<file path="src/rtl/color_fsm_pkg.sv">
// color_fsm_pkg: shared types and codes for the color FSM driver
package color_fsm_pkg;
    typedef enum logic [1:0] {BLUE = 2'd0, RED = 2'd1, HSV_IDLE = 2'd2} color_t;
    typedef enum logic [1:0] {ST_OK = 2'd0, ST_TIMEOUT = 2'd1, ST_ILLEGAL = 2'd2} status_t;
    typedef enum logic [1:0] {IDLE, STEP, CHECK, DONE} state_t;
    localparam logic [1:0] CMD_HOLD = 2'd3;
    localparam logic [1:0] TGT_ILLEGAL = 2'd3;
    localparam logic [1:0] CODE_BLUE = 2'd1;
    localparam logic [1:0] CODE_RED = 2'd2;
    localparam logic [1:0] CODE_HSV = 2'd2;
endpackage

</file>
<file path="src/rtl/color_fsm_driver_planner.sv">
// color_hop_planner: picks the next hop toward a target; every route passes through Red
module color_hop_planner
    import color_fsm_pkg::*;
(
    input  color_t     shadow,
    input  color_t     target,
    output logic [1:0] hop_cmd,
    output color_t     hop_dest,
    output logic [1:0] hop_code,
    output logic       last_hop
);
    assign hop_dest = (shadow == RED) ? target : RED;
    assign hop_cmd  = (shadow == HSV_IDLE) ? 2'd0 : (shadow == BLUE || target == BLUE) ? 2'd1 : 2'd2;
    assign hop_code = (hop_dest == BLUE) ? CODE_BLUE : (hop_dest == RED) ? CODE_RED : CODE_HSV;
    assign last_hop = hop_dest == target;
endmodule

</file>
<file path="src/rtl/color_fsm_driver.sv">
// color_fsm_driver: steers the color FSM to a requested state and confirms each hop
module color_fsm_driver
    import color_fsm_pkg::*;
#(
    parameter int TIMEOUT = 4
) (
    input  logic       clk,
    input  logic       rst,
    input  logic       req_valid,
    output logic       req_ready,
    input  logic [1:0] req_target,
    output logic [1:0] cmd_in,
    input  logic [1:0] obs_out,
    output logic       done_valid,
    output logic [1:0] done_status,
    output logic       busy
);
    localparam int CW = $clog2(TIMEOUT + 1);

    state_t          state, state_n;
    color_t          shadow, shadow_n, tgt, tgt_n, hop_dest, dest_q;
    status_t         status, status_n;
    logic [CW-1:0]   cnt, cnt_n;
    logic [1:0]      hop_cmd, hop_code, code_q, cmd_q;
    logic            last_hop, last_q;

    // planned from next-cycle shadow/target so the hop command can be registered on entry to STEP
    color_hop_planner planner (
        .shadow   (shadow_n),
        .target   (tgt_n),
        .hop_cmd  (hop_cmd),
        .hop_dest (hop_dest),
        .hop_code (hop_code),
        .last_hop (last_hop)
    );

    // next-state, shadow tracking and mismatch counting
    always_comb begin
        state_n  = state;
        shadow_n = shadow;
        tgt_n    = tgt;
        cnt_n    = cnt;
        status_n = status;
        unique case (state)
            IDLE: if (req_valid) begin
                if (req_target == TGT_ILLEGAL) begin
                    state_n  = DONE;
                    status_n = ST_ILLEGAL;
                end else begin
                    tgt_n    = color_t'(req_target);
                    state_n  = (color_t'(req_target) == shadow) ? DONE : STEP;
                    status_n = ST_OK;
                end
            end
            STEP: begin
                state_n = CHECK;
                cnt_n   = '0;
            end
            CHECK: if (obs_out == code_q) begin
                shadow_n = dest_q;
                state_n  = last_q ? DONE : STEP;
                status_n = ST_OK;
            end else begin
                cnt_n = (cnt == CW'(TIMEOUT)) ? cnt : cnt + 1'b1;
                if (cnt_n == CW'(TIMEOUT)) begin
                    state_n  = DONE;
                    status_n = ST_TIMEOUT;
                    shadow_n = (obs_out == CODE_BLUE) ? BLUE : (obs_out == CODE_RED) ? RED : shadow;
                end
            end
            DONE: state_n = IDLE;
        endcase
    end

    // state, shadow, latched hop plan and registered command
    always_ff @(posedge clk) begin
        if (rst) begin
            state  <= IDLE;
            shadow <= RED;
            tgt    <= RED;
            cnt    <= '0;
            status <= ST_OK;
            cmd_q  <= CMD_HOLD;
            dest_q <= RED;
            code_q <= CODE_RED;
            last_q <= 1'b0;
        end else begin
            state  <= state_n;
            shadow <= shadow_n;
            tgt    <= tgt_n;
            cnt    <= cnt_n;
            cmd_q  <= (state_n == STEP) ? hop_cmd : CMD_HOLD;
            if (state_n == DONE) status <= status_n;
            if (state_n == STEP) begin
                dest_q <= hop_dest;
                code_q <= hop_code;
                last_q <= last_hop;
            end
        end
    end

    assign req_ready   = (state == IDLE) && !rst;
    assign busy        = state != IDLE;
    assign cmd_in      = cmd_q;
    assign done_valid  = state == DONE;
    assign done_status = status;
endmodule

</file>
<file path="config.mk">
export PLATFORM = sky130hd
export DESIGN_NAME = color_fsm_driver
export DESIGN_NICKNAME = d
export VERILOG_FILES = /design/src/rtl/color_fsm_pkg.sv /design/src/rtl/color_fsm_driver_planner.sv /design/src/rtl/color_fsm_driver.sv
export SDC_FILE = /design/constraint.sdc
export NUM_CORES = 1
export LEC_CHECK = 0
export ABC_AREA = 0
export CORE_MARGIN = 4
export CORE_UTILIZATION = 57
export CTS_BUF_LIST = sky130_fd_sc_hd__clkbuf_8 sky130_fd_sc_hd__clkbuf_16
export CTS_CLUSTER_DIAMETER = 150
export DETAILED_ROUTE_END_ITERATION = 8
export PLACE_DENSITY = 0.82
export SETUP_SLACK_MARGIN = 0.5
export SLEW_MARGIN = 20
export SYNTH_ARGS = -nofsm -noshare
export SYNTH_HDL_FRONTEND = slang
export SYNTH_HIERARCHICAL = 1
export SYNTH_SLANG_ARGS = --single-unit
</file>
<file path="constraint.sdc">
create_clock -name clk -period 6.7 [get_ports clk]
set_clock_uncertainty 0.2 [all_clocks]
set_input_delay 1.675 -clock clk [delete_from_list [all_inputs] [get_ports clk]]
set_output_delay 1.675 -clock clk [all_outputs]
set_load 0.02 [all_outputs]
</file>
# [Yosys cells after proc, flatten, opt, wreduce, memory -nomap -nowiden]
# Cells that the tools add are included.
[word_totals] elab_cells=69 regBits=18 in_bits=7 output_inout_bits=7
[classes] bitwise_logic=1 addsub=1 mux=27 n_reduce_logical=13 eq_ne=18
[op_table] op="two-way mux 2 bit" n=22
[op_table] op="equality test 2 bit (second input constant)" n=6
[op_table] op="equality test 2 x 1 -> 1 bit (second input constant)" n=4
[op_table] op="zero test 2 bit" n=4
[op_table] op="one-hot mux 2 bit (4 select lines)" n=1
[op_table] op="equality test 2 bit" n=3
[op_table] op="equality test 3 bit (second input constant)" n=2
[op_table] op="two-way mux 3 bit" n=2
[op_table] op="one-hot mux 3 bit (2 select lines)" n=1
[op_table] op="nonzero test 2 bit" n=3
[op_table] op="!= test 2 bit (second input constant)" n=2
[op_table] op="one-hot mux 2 bit (2 select lines)" n=1
[op_table] op="AND reduction 4 bit" n=1
[op_table] op="adder 3 x 1 -> 3 bit (second input constant)" n=1
[op_table] op="!= test 3 bit (second input constant)" n=1
[op_table] op="AND reduction 2 bit" n=1
[op_table] op="OR reduction 2 bit" n=1
[op_table] op="logical AND 1 bit" n=1
[op_table] op="zero test 1 bit" n=1
[op_table] op="logical OR 1 bit" n=1
[op_table] op="inverter 1 bit" n=1

# [Logic depth before layout (Yosys ltp)]
[logic_depth] ltp_word=10 ltp_mapped=12 mapped_depth_nobuf=11

# [Hierarchy]
# Netlist, hierarchy kept.
[by_module_without_submodules] module="color_fsm_driver" area_per_inst_um2=972.2 cells_each=117 instances=1 seq_area_each_um2=360.3
[by_module_without_submodules] module="color_hop_planner" area_per_inst_um2=61.3 cells_each=11 instances=1 seq_area_each_um2=0.0

# [Worst setup path before layout]
# Ideal clock, no wire load.
[synth_timing] kind="input to output" from="input rst" to="output req_ready" t_arrival_ns=2.163 path_buffers=1 required_time_ns=4.825 setup_slack_ns=2.662 path_stages=2 cell_sequence="clkbuf_1 -> nor2_1"
[synth_between] elab_chain_len=2
[synth_rtl] element="start, declared" line_no="color_fsm_driver.sv:8" source="input logic rst,"
[synth_rtl] element="zero test 1 bit" line_no="color_fsm_driver.sv:102" source="assign req_ready = (state == IDLE) && !rst;"
[synth_rtl] element="logical AND 1 bit" line_no="color_fsm_driver.sv:102"
[synth_rtl] element="end, declared" line_no="color_fsm_driver.sv:10" source="output logic req_ready,"
# No other way between the ends.

# [Final worst setup path]
# Ends and elaborated chain as after synthesis.

==> flow_summary_export.csv <==
group,metric,value,unit
outcome,outcome,"finished, final reports clean",
clocking,cts_resized,0,
setup_path,startpoint_type,"primary input",
setup_path,cp_max_fo,12,
timing,fin_ws,1720,ps
drt,antenna_left,0,
die,die_x,50.6,µm
logic_synthesis,synth_area,0.00103,mm²
drt,first_iter_violations,44,
logic_synthesis,ys.flop_type,"dfxtp_1",
die,dieArea,0.00256,mm²
setup_path,crit_end,"req_ready",
global_route,grt_max_degree,14,
die,die_h,50.6,µm
cells_and_area,post-route-util,71.2,%
setup_path,path_cells,"clkdlybuf4s50_1 > nor2_1 > clkdlybuf4s50_1",
die,io-pin-count,14,
drt,drt-total-wl,2430,µm
logic_synthesis,synth_compound_area_share,19.0,%
setup_path,cpMostUsedCell,"clkdlybuf4s50_1",
logic_synthesis,synthMuxAreaShare,8.72,%
timing,rsz0062_at_grt,"false",
place,place_area,0.00117,mm²
clocking,clk_pin_slew,70,ps
logic_synthesis,synthAdderAreaFrac,2.42,%
die,core-area,0.00173,mm²
clocking,cts_setup_buffers,0,
setup_path,slowest_delay,630,ps
logic_synthesis,syn_inst,128,
setup_path,rrSetupSlack,3630,ps
logic_synthesis,synthXorXnorAreaFrac,2.54,%
setup_path,end_kind,"output pin",
setup_path,cp_data_arrival_time,3110,ps
global_route,grt_pass1_wl,4280,µm
logic_synthesis,synth_top_family_by_area,"simple AND/OR/NAND/NOR gates",
global_route,grt_pass1_vias,958,
drt,drt_pass1_iterations,4,
setup_path,slowest_stage,"clkdlybuf4s50_1",
logic_synthesis,ys_types,40,
clocking,clock_sinks,18,
drt,vias,936,
drt,routedWlPerCell,14.7,µm
global_route,grt.total_usage,22.4,%
logic_synthesis,syn_avg_cell_area,8.07,µm²
timing,slew-limit-headroom,53.1,%
die,initial_utilization,59.9,%
setup_path,critPathKind,"primary input to output pin",
place,place_congestion,0.853,
clocking,cts_tree,"built",
clocking,clk-insertion-delay-late,260,ps
cells_and_area,fin_area,0.00123,mm²
setup_path,cp-startpoint,"rst",
logic_synthesis,synth_simple_gate_area_share,27.2,%
timing,finalCritPeriodShare,74.4,%
clocking,root_buffer,"clkbuf_8",
cells_and_area,layout.nets,150,
cells_and_area,drive_above_1_share,7.14,%
logic_synthesis,ys_seq_area_share,34.9,%
cells_and_area,area_growth,19.0,%
clocking,clock_path_buffers,2,
place,dp_hpwl,1660,µm
timing,min_period,4980,ps
logic_synthesis,syn_nets,137,
timing,worst_pin_slew,701,ps
cells_and_area,n_antenna_cell,0,
cells_and_area,final_common_cell,"dfxtp_1",
pwr,power.density,250,mW/mm²
setup_path,timing.rr.start,"cnt[0]",
global_route,gr-total-overflow,0,
timing,fin_tns_setup,0,ps
die,core.rowCount,15,
pwr,irDropWorstVdd,0.000153,V
drt,remaining_drc_errors,0,
timing,final-setup-viol-count,0,
timing,hold_viol,0,
global_route,antenna_found_initial,0,
drt,viasPerCell,5.67,
timing,finalMaxSlewViolations,0,
logic_synthesis,yosys_warnings,6,
logic_synthesis,synth-seq-cells,18,
clocking,cts_made_buffers,3,
clocking,htree_levels,1,
min_path,hold_path.class,"flop to flop",
place,pre_cts_slack,1740,ps
run,max-cap-violations,0,
place,port_buffers,13,
logic_synthesis,async_reset_ff_share,0,%
timing,fmax,201,MHz
setup_path,r2r-end,"code_q[1]",
logic_synthesis,synth_edf_count,0,
setup_path,ff2ff_path_depth,11,
cells_and_area,final_cell_mix,"18 x dfxtp_1, 14 x nand2_1, 13 x clkdlybuf4s50_1",
pwr,p_leak,0.517,nW
clocking,hold_buffers,0,
setup_path,crit_required,4830,ps
[metrics by stage]
step / hold slack (ps) / total power, mW / std cells
finish: 262 / 0.307 / 165
global route: 304 / 0.327 / 165
CTS: 268 / 0.308 / 165
detailed placement: 259 / 0.217 / 161
global placement: 245 / 0.215 / 161
floorplan: 234 / 0.191 / 128
[final cells by class]
| class | count | area, µm² |
|---|---|---|
| well taps | 25 | 31.3 |
| flip-flops and latches | 18 | 360 |
| multi-input cells | 96 | 619 |
| repair buffers | 13 | 130 |
| clock buffers | 4 | 55.1 |
| fillers | 138 | 497 |
| inverters | 9 | 33.8 |
[cell usage after synthesis, types with 2 or more instances]
cell	instances	area, µm²
or2_2	2	12.5
clkbuf_1	3	11.3
nor2_1	11	41.3
a211o_1	2	17.5
nand2_1	14	52.6
inv_1	9	33.8
a21oi_1	7	35.0
xor2_1	2	17.5
nor3_1	2	10.0
mux2i_1	9	90.1
and2_1	3	18.8
nand2b_1	3	18.8
or2_1	3	18.8
dfxtp_1	18	360
a31oi_1	2	12.5
nor2b_1	6	37.5
or3_1	2	12.5
ha_1	2	25.0
and3_1	2	12.5
nand3_1	3	15.0
o21ai_0	4	20.0
[worst min path at each step]
| stage | start | to | slack [ps] | depth (start not counted) |
|---|---|---|---|---|
| floorplan | last_q | last_q | 230 | 2 |
| global placement | done_status[0] | done_status[0] | 240 | 2 |
| detailed placement | done_status[1] | done_status[1] | 260 | 2 |
| CTS | done_status[1] | done_status[1] | 270 | 2 |
| global route | done_status[0] | done_status[0] | 300 | 2 |
| finish | done_status[1] | done_status[1] | 260 | 2 |
[critical path, delay by kind of cell]
kind / cells / cell delay, ps
buffers and inverters: 2 / 1240
AND/OR/NAND/NOR: 1 / 190
[sequential cells by signal (all words and copies together), names as in the netlist]
signal and count:
dest_q 2, code_q 2, state 2, cmd_in 2, shadow 2, done_status 2, tgt 2, last_q 1
cnt 3
[cell families (layout without fill, tap and decap cells)]
kind of cell / Yosys count / after routing
multiplexers: 9 / 9
adder cells (fa/ha/maj): 2 / 2
flip-flops: 18 / 18
XOR/XNOR: 3 / 3
buffers and inverters: 14 / 26
AND/OR/NAND/NOR: 55 / 55
AO/OA/AOI/OAI: 27 / 27
[report_power, final]
part           switching (mW)  total [mW]  internal, mW
sequential            0.00742       0.124         0.117
combinational          0.0535      0.0939        0.0404
clock                  0.0371      0.0893        0.0523
[metal layers]
| layer | vias to the layer above | global-route usage (%) | share of wire (%) | routed length, µm |
|---|---|---|---|---|
| met3 | 7 | 5.04 | 7.7 | 187 |
| li1 | 465 | - | - | - |
| met2 | 42 | 38.0 | 47 | 1140 |
| met5 | - | 0 | 0 | 0 |
| met1 | 422 | 27.2 | 43 | 1050 |
| met4 | 0 | 8.97 | 1.8 | 43 |
No activity file was read; power rests on OpenSTA's default activity.
==> RTL edit 1 (same flow settings) <==
The 4 states of `state_t` get a one-hot encoding in 4 bits.
--- a/src/rtl/color_fsm_pkg.sv
+++ b/src/rtl/color_fsm_pkg.sv
@@ -4,3 +4,3 @@
     typedef enum logic [1:0] {ST_OK = 2'd0, ST_TIMEOUT = 2'd1, ST_ILLEGAL = 2'd2} status_t;
-    typedef enum logic [1:0] {IDLE, STEP, CHECK, DONE} state_t;
+    typedef enum logic [3:0] {IDLE = 4'b0001, STEP = 4'b0010, CHECK = 4'b0100, DONE = 4'b1000} state_t;
     localparam logic [1:0] CMD_HOLD = 2'd3;
Behaviour: same outputs for any inputs over 10 cycles, from zero or initial values and one cycle with rst high; not proved beyond that.
==> RTL edit 1 against the unedited design <==
  * First-iteration DRC count fell by 14%
  * Worst setup slack improved by 100 ps
  * Final area rose by 15%
  * Cell count rose by 13%
  * Sequential cell count rose by 2
  * Wire length rose by 0.95%
  * Utilization rose by 0.64 points
  * Area after synthesis rose by 15%
  * Critical path type unchanged
Power is not compared: it rests on default switching activity, and its combinational part moved more than twofold at a synthesized area within 25%.
==> RTL edit 1: results (changes against the unedited design) <==
----------------------------------------------------
[Cells and area]
  Leading registers by flop count ... state x4, cnt x3
  Ratio of cells with drive above 1 in the final layout ... 7.55% (was 7.14%)
  Number of nets in the layout ... 169 (was 150)
  Final non-filler cell total ... 186 (was 165)

[Clocking]
  Buffer count from post-CTS setup fixing ... 0 (unchanged)
  Skew-Pair Late Insertion Delay ... 260 ps (about the same)
  Clock root buffer ... clkbuf_8 (unchanged)
  Number of clock buffers inserted by TritonCTS ... 3 (unchanged)
  Count of cells resized by post-cts repair ... 0 (unchanged)
  Clock buffer depth ... 2 (unchanged)

[Pwr]
  Static Leakage ... around 0.55 nW
  Clk network pwr share ... roughly 41%
  Clock-net power ... ~0.00012 W

[Status]
  Outcome ... completed (unchanged)

[Placement]
  Post-place setup slack ... 1820 ps (was 1740 ps)
  Area after detailed placement ... 1340 µm² (was 1170 µm²)
  Placed Cells incl. Taps ... 182 (was 161)
  Gpl congestion ... 0.858 (was 0.853)
  DP HPWL ... 1830 µm (was 1660 µm)

[Yosys]
  Share of synthesized area occupied by flip-flops and latches ... 33.8% (was 34.9%)
  XOR/XNOR Fraction of Synth Area ... 2.96% (was 2.54%)
  Net count after synthesis ... 155 (was 137)
  Number of different library cells in the post-synthesis netlist ... 40 (unchanged)
  Synth top area cells ... dfxtp_1, a21oi_1, nor2_1 (was dfxtp_1, mux2i_1, nand2_1)
  Most used flip-flop cell after synthesis ... dfxtp_1 (unchanged)
  Average instance area after synthesis ... 8.11 µm² (was 8.07 µm²)
  Multiplexer share of the synthesized area ... 6.03% (was 8.72%)
  Share of synthesized cell area in full adder, half adder and majority cells ... 2.11% (was 2.42%)
  Post-synth top cells ... dfxtp_1, nor2_1, a21oi_1 (was dfxtp_1, nand2_1, nor2_1)
  Fraction of the mapped netlist area in compound gates ... 20.8% (was 19.0%)

[Critical path]
  Start of the worst register-to-register path ... cnt[0] (unchanged)
  Delay of the slowest cell on the worst path ... 610 ps (was 630 ps)
  Worst setup path startpoint ... rst (unchanged)
  Crit path max fanout ... 24 (was 12)
  Arrival time of the worst setup path ... 3010 ps (was 3110 ps)

[GRT]
  Global router's overall resource usage ... 20.9% (was 22.4%)
  Global-route met3 utilization ... 3.60% (was 5.04%)
  Grt met1 use ... 26.3% (was 27.2%)
  Global-route wire length before repair ... 4440 µm (was 4280 µm)
  Fraction of met2 tracks used by global routing ... 35.3% (was 38.0%)
  Number of global-route vias before repair ... 1,022 (was 958)
  Pin count of the biggest net entering global routing ... 25 (was 14)

[Min path]
  Hold Crit Class ... reg -> reg (unchanged)
  Start point of the worst min-delay path ... done_status[1] (unchanged)

[Timing]
  Slew of the pin with the lowest slew margin ... 579 ps (was 701 ps)
  Final-layout setup total negative slack ... 0 ps (unchanged)

[Route]
  DR vias ... 1,065 (was 936)
  Number of violations reported at the end of detailed-routing iteration 0 ... 38 (was 44)
  Routed Wire Length ... 2450 µm (was 2430 µm)

----------------------------------------------------
[RTL edit 1: worst paths after layout]
path	depth (start not counted)	slack, ps	to
worst max register to register	11	3570	code_q[1]
worst min-delay path	2	280	done_status[1]
worst min register to register	2	280	done_status[1]
worst max-delay path	4	1820	req_ready
[RTL edit 1: metal layers]
metal | vias to the layer above | wire length (µm)
met4 | 0 | 42
met5 | - | 0
li1 | 537 | -
met1 | 502 | 1070
met3 | 5 | 90
met2 | 21 | 1250
[RTL edit 1: layout make-up]
cell class / count / area (µm²)
well taps: 27 / 33.8
repair buffers: 15 / 145
clock inverters: 1 / 30.0
fillers: 171 / 552
inverters: 11 / 41.3
flip-flops and latches: 20 / 400
clock buffers: 3 / 41.3
multi-input cells: 109 / 718
[RTL edit 1: worst max-delay path, delay by kind of cell]
family / cells / cell delay, ps
AND/OR/NAND/NOR: 1 / 120
buffers and inverters: 3 / 1210
==> RTL edit 2 (config.mk and constraints unchanged) <==
Without the edit above. The parameter `TIMEOUT` goes from 4 to 2.
--- a/src/rtl/color_fsm_driver.sv
+++ b/src/rtl/color_fsm_driver.sv
@@ -4,3 +4,3 @@
 #(
-    parameter int TIMEOUT = 4
+    parameter int TIMEOUT = 2
 ) (
Function: changed (Yosys sat finds a counterexample within 10 cycles, from zero or initial values and one cycle with rst high).
==> RTL edit 2 against the unedited design <==
  * Area after synthesis decreased by 8.0%
  * Total power decreased by 6.8%
  * Worst setup slack got worse by 180 ps
  * Wire length decreased by 17%
  * Global-route usage decreased by 4.4 points
  * Clock power decreased by 16%
  * Final area decreased by 8.1%
  * Sequential cell count decreased by 1
  * Critical endpoint unchanged
  * Largest cell class unchanged
  * Largest power group unchanged
==> RTL edit 2: results (changes against the unedited design) <==
----------------------------------------------------
[Status]
  Outcome ... completed (unchanged)

[Critical path]
  Worst reg2reg path depth ... 6 (was 11)
  Worst reg-to-reg setup slack ... 4160 ps (was 3630 ps)
  Start of the worst register-to-register path ... state[1] (was cnt[0])
  Arrival time of the worst setup path ... 3290 ps (was 3110 ps)

[Cells and area]
  Multi-In Gates ... 86 (was 96)
  Sequential cell count of the final layout ... 17 (was 18)
  Non-clock inverter count in the final layout ... 7 (was 9)
  Area of the multi-input gates ... 567 µm² (was 619 µm²)
  Clock network area share ... 4.10% (was 4.48%)
  Proportion of cell area occupied by registers ... 30.1% (was 29.3%)
  Number of nets in the layout ... 136 (was 150)

[Placement]
  Gpl congestion ... 0.780 (was 0.853)

[Yosys]
  Share of synthesized area occupied by flip-flops and latches ... 35.8% (was 34.9%)
  Synth top area cells ... dfxtp_1, mux2i_1, nand2b_1 (was dfxtp_1, mux2i_1, nand2_1)
  Post-synth top cells ... dfxtp_1, nor2_1, nand2b_1 (was dfxtp_1, nand2_1, nor2_1)
  Net count after synthesis ... 122 (was 137)

[GRT]
  Global router's overall resource usage ... 18.0% (was 22.4%)
  Global-route wire length before repair ... 3550 µm (was 4280 µm)

[Route]
  DR vias ... 837 (was 936)
  Average wire per standard cell ... 14.0 µm (was 14.7 µm)
  Number of violations reported at the end of detailed-routing iteration 0 ... 6 (was 44)

[Min path]
  Start point of the worst min-delay path ... dest_q[1] (was done_status[1])
  Hold endpoint ... dest_q[1] (was done_status[1])

[Pwr]
  Largest voltage drop on the vdd net ... 0.170 mV (was 0.153 mV)

----------------------------------------------------
==> RTL edit 2: changes by cell type after synthesis, sizes merged, moves of 3 or more <==
cell	change
nand2	-6
nand2b	+5
o22a	+5
mux2i	-3
==> RTL edit 2: logic make-up after synthesis <==
group	Yosys count	synth area share (%)
simple gates	47	26.4
xor+xnor	3	4.34
mux	6	6.32
compound gates	29	21.2
flops	17	35.8
buf+inv	11	4.61
fa+ha+maj	1	1.32
==> RTL edit 2: metal layers <==
layer  vias up  routed length (µm)  GRT usage (%)  part of all wire, %
li1        426                   -              -                    -
met1       399                 945           21.0                   47
met2        10                1010           31.5                   50
met3         2                  42           4.28                  2.1
met4         0                   8           6.73                 0.40
met5         -                   0              0                    0
==> RTL edit 2: critical path, cell delays in order <==
cell             delay (ps)
clkdlybuf4s50_1         770
nor2_1                  220
clkdlybuf4s50_1         620
==> RTL edit 2: metrics by stage <==
step / total power, W / utilization [%] / instance area (µm²) / instances
after floorplan: 0.000186 / - / 951 / 114
after CTS: 0.000289 / 73.3 / 1130 / 143
after detailed placement: 0.000213 / 70.3 / 1080 / 139
after global placement: 0.000209 / 70.3 / 1080 / 139
final: 0.000286 / 73.3 / 1130 / 143
after global routing: 0.000305 / 73.3 / 1130 / 143
==> RTL edit 2: how the worst max path moves through the flow <==
stage	startpoint	endpoint	slack [ps]
after CTS	rst	req_ready	1550
after global routing	rst	req_ready	1410
final	rst	req_ready	1540
after global placement	rst	req_ready	1570
after detailed placement	rst	req_ready	1550
after floorplan	rst	req_ready	2660
==> RTL edit 2: report_power, final <==
group / leakage [nW] / internal, W / switching, W
Combinational: 0.275 / 0.0000418 / 0.0000493
Sequential: 0.139 / 0.000110 / 0.00000957
Clock: 0.0255 / 0.0000412 / 0.0000341
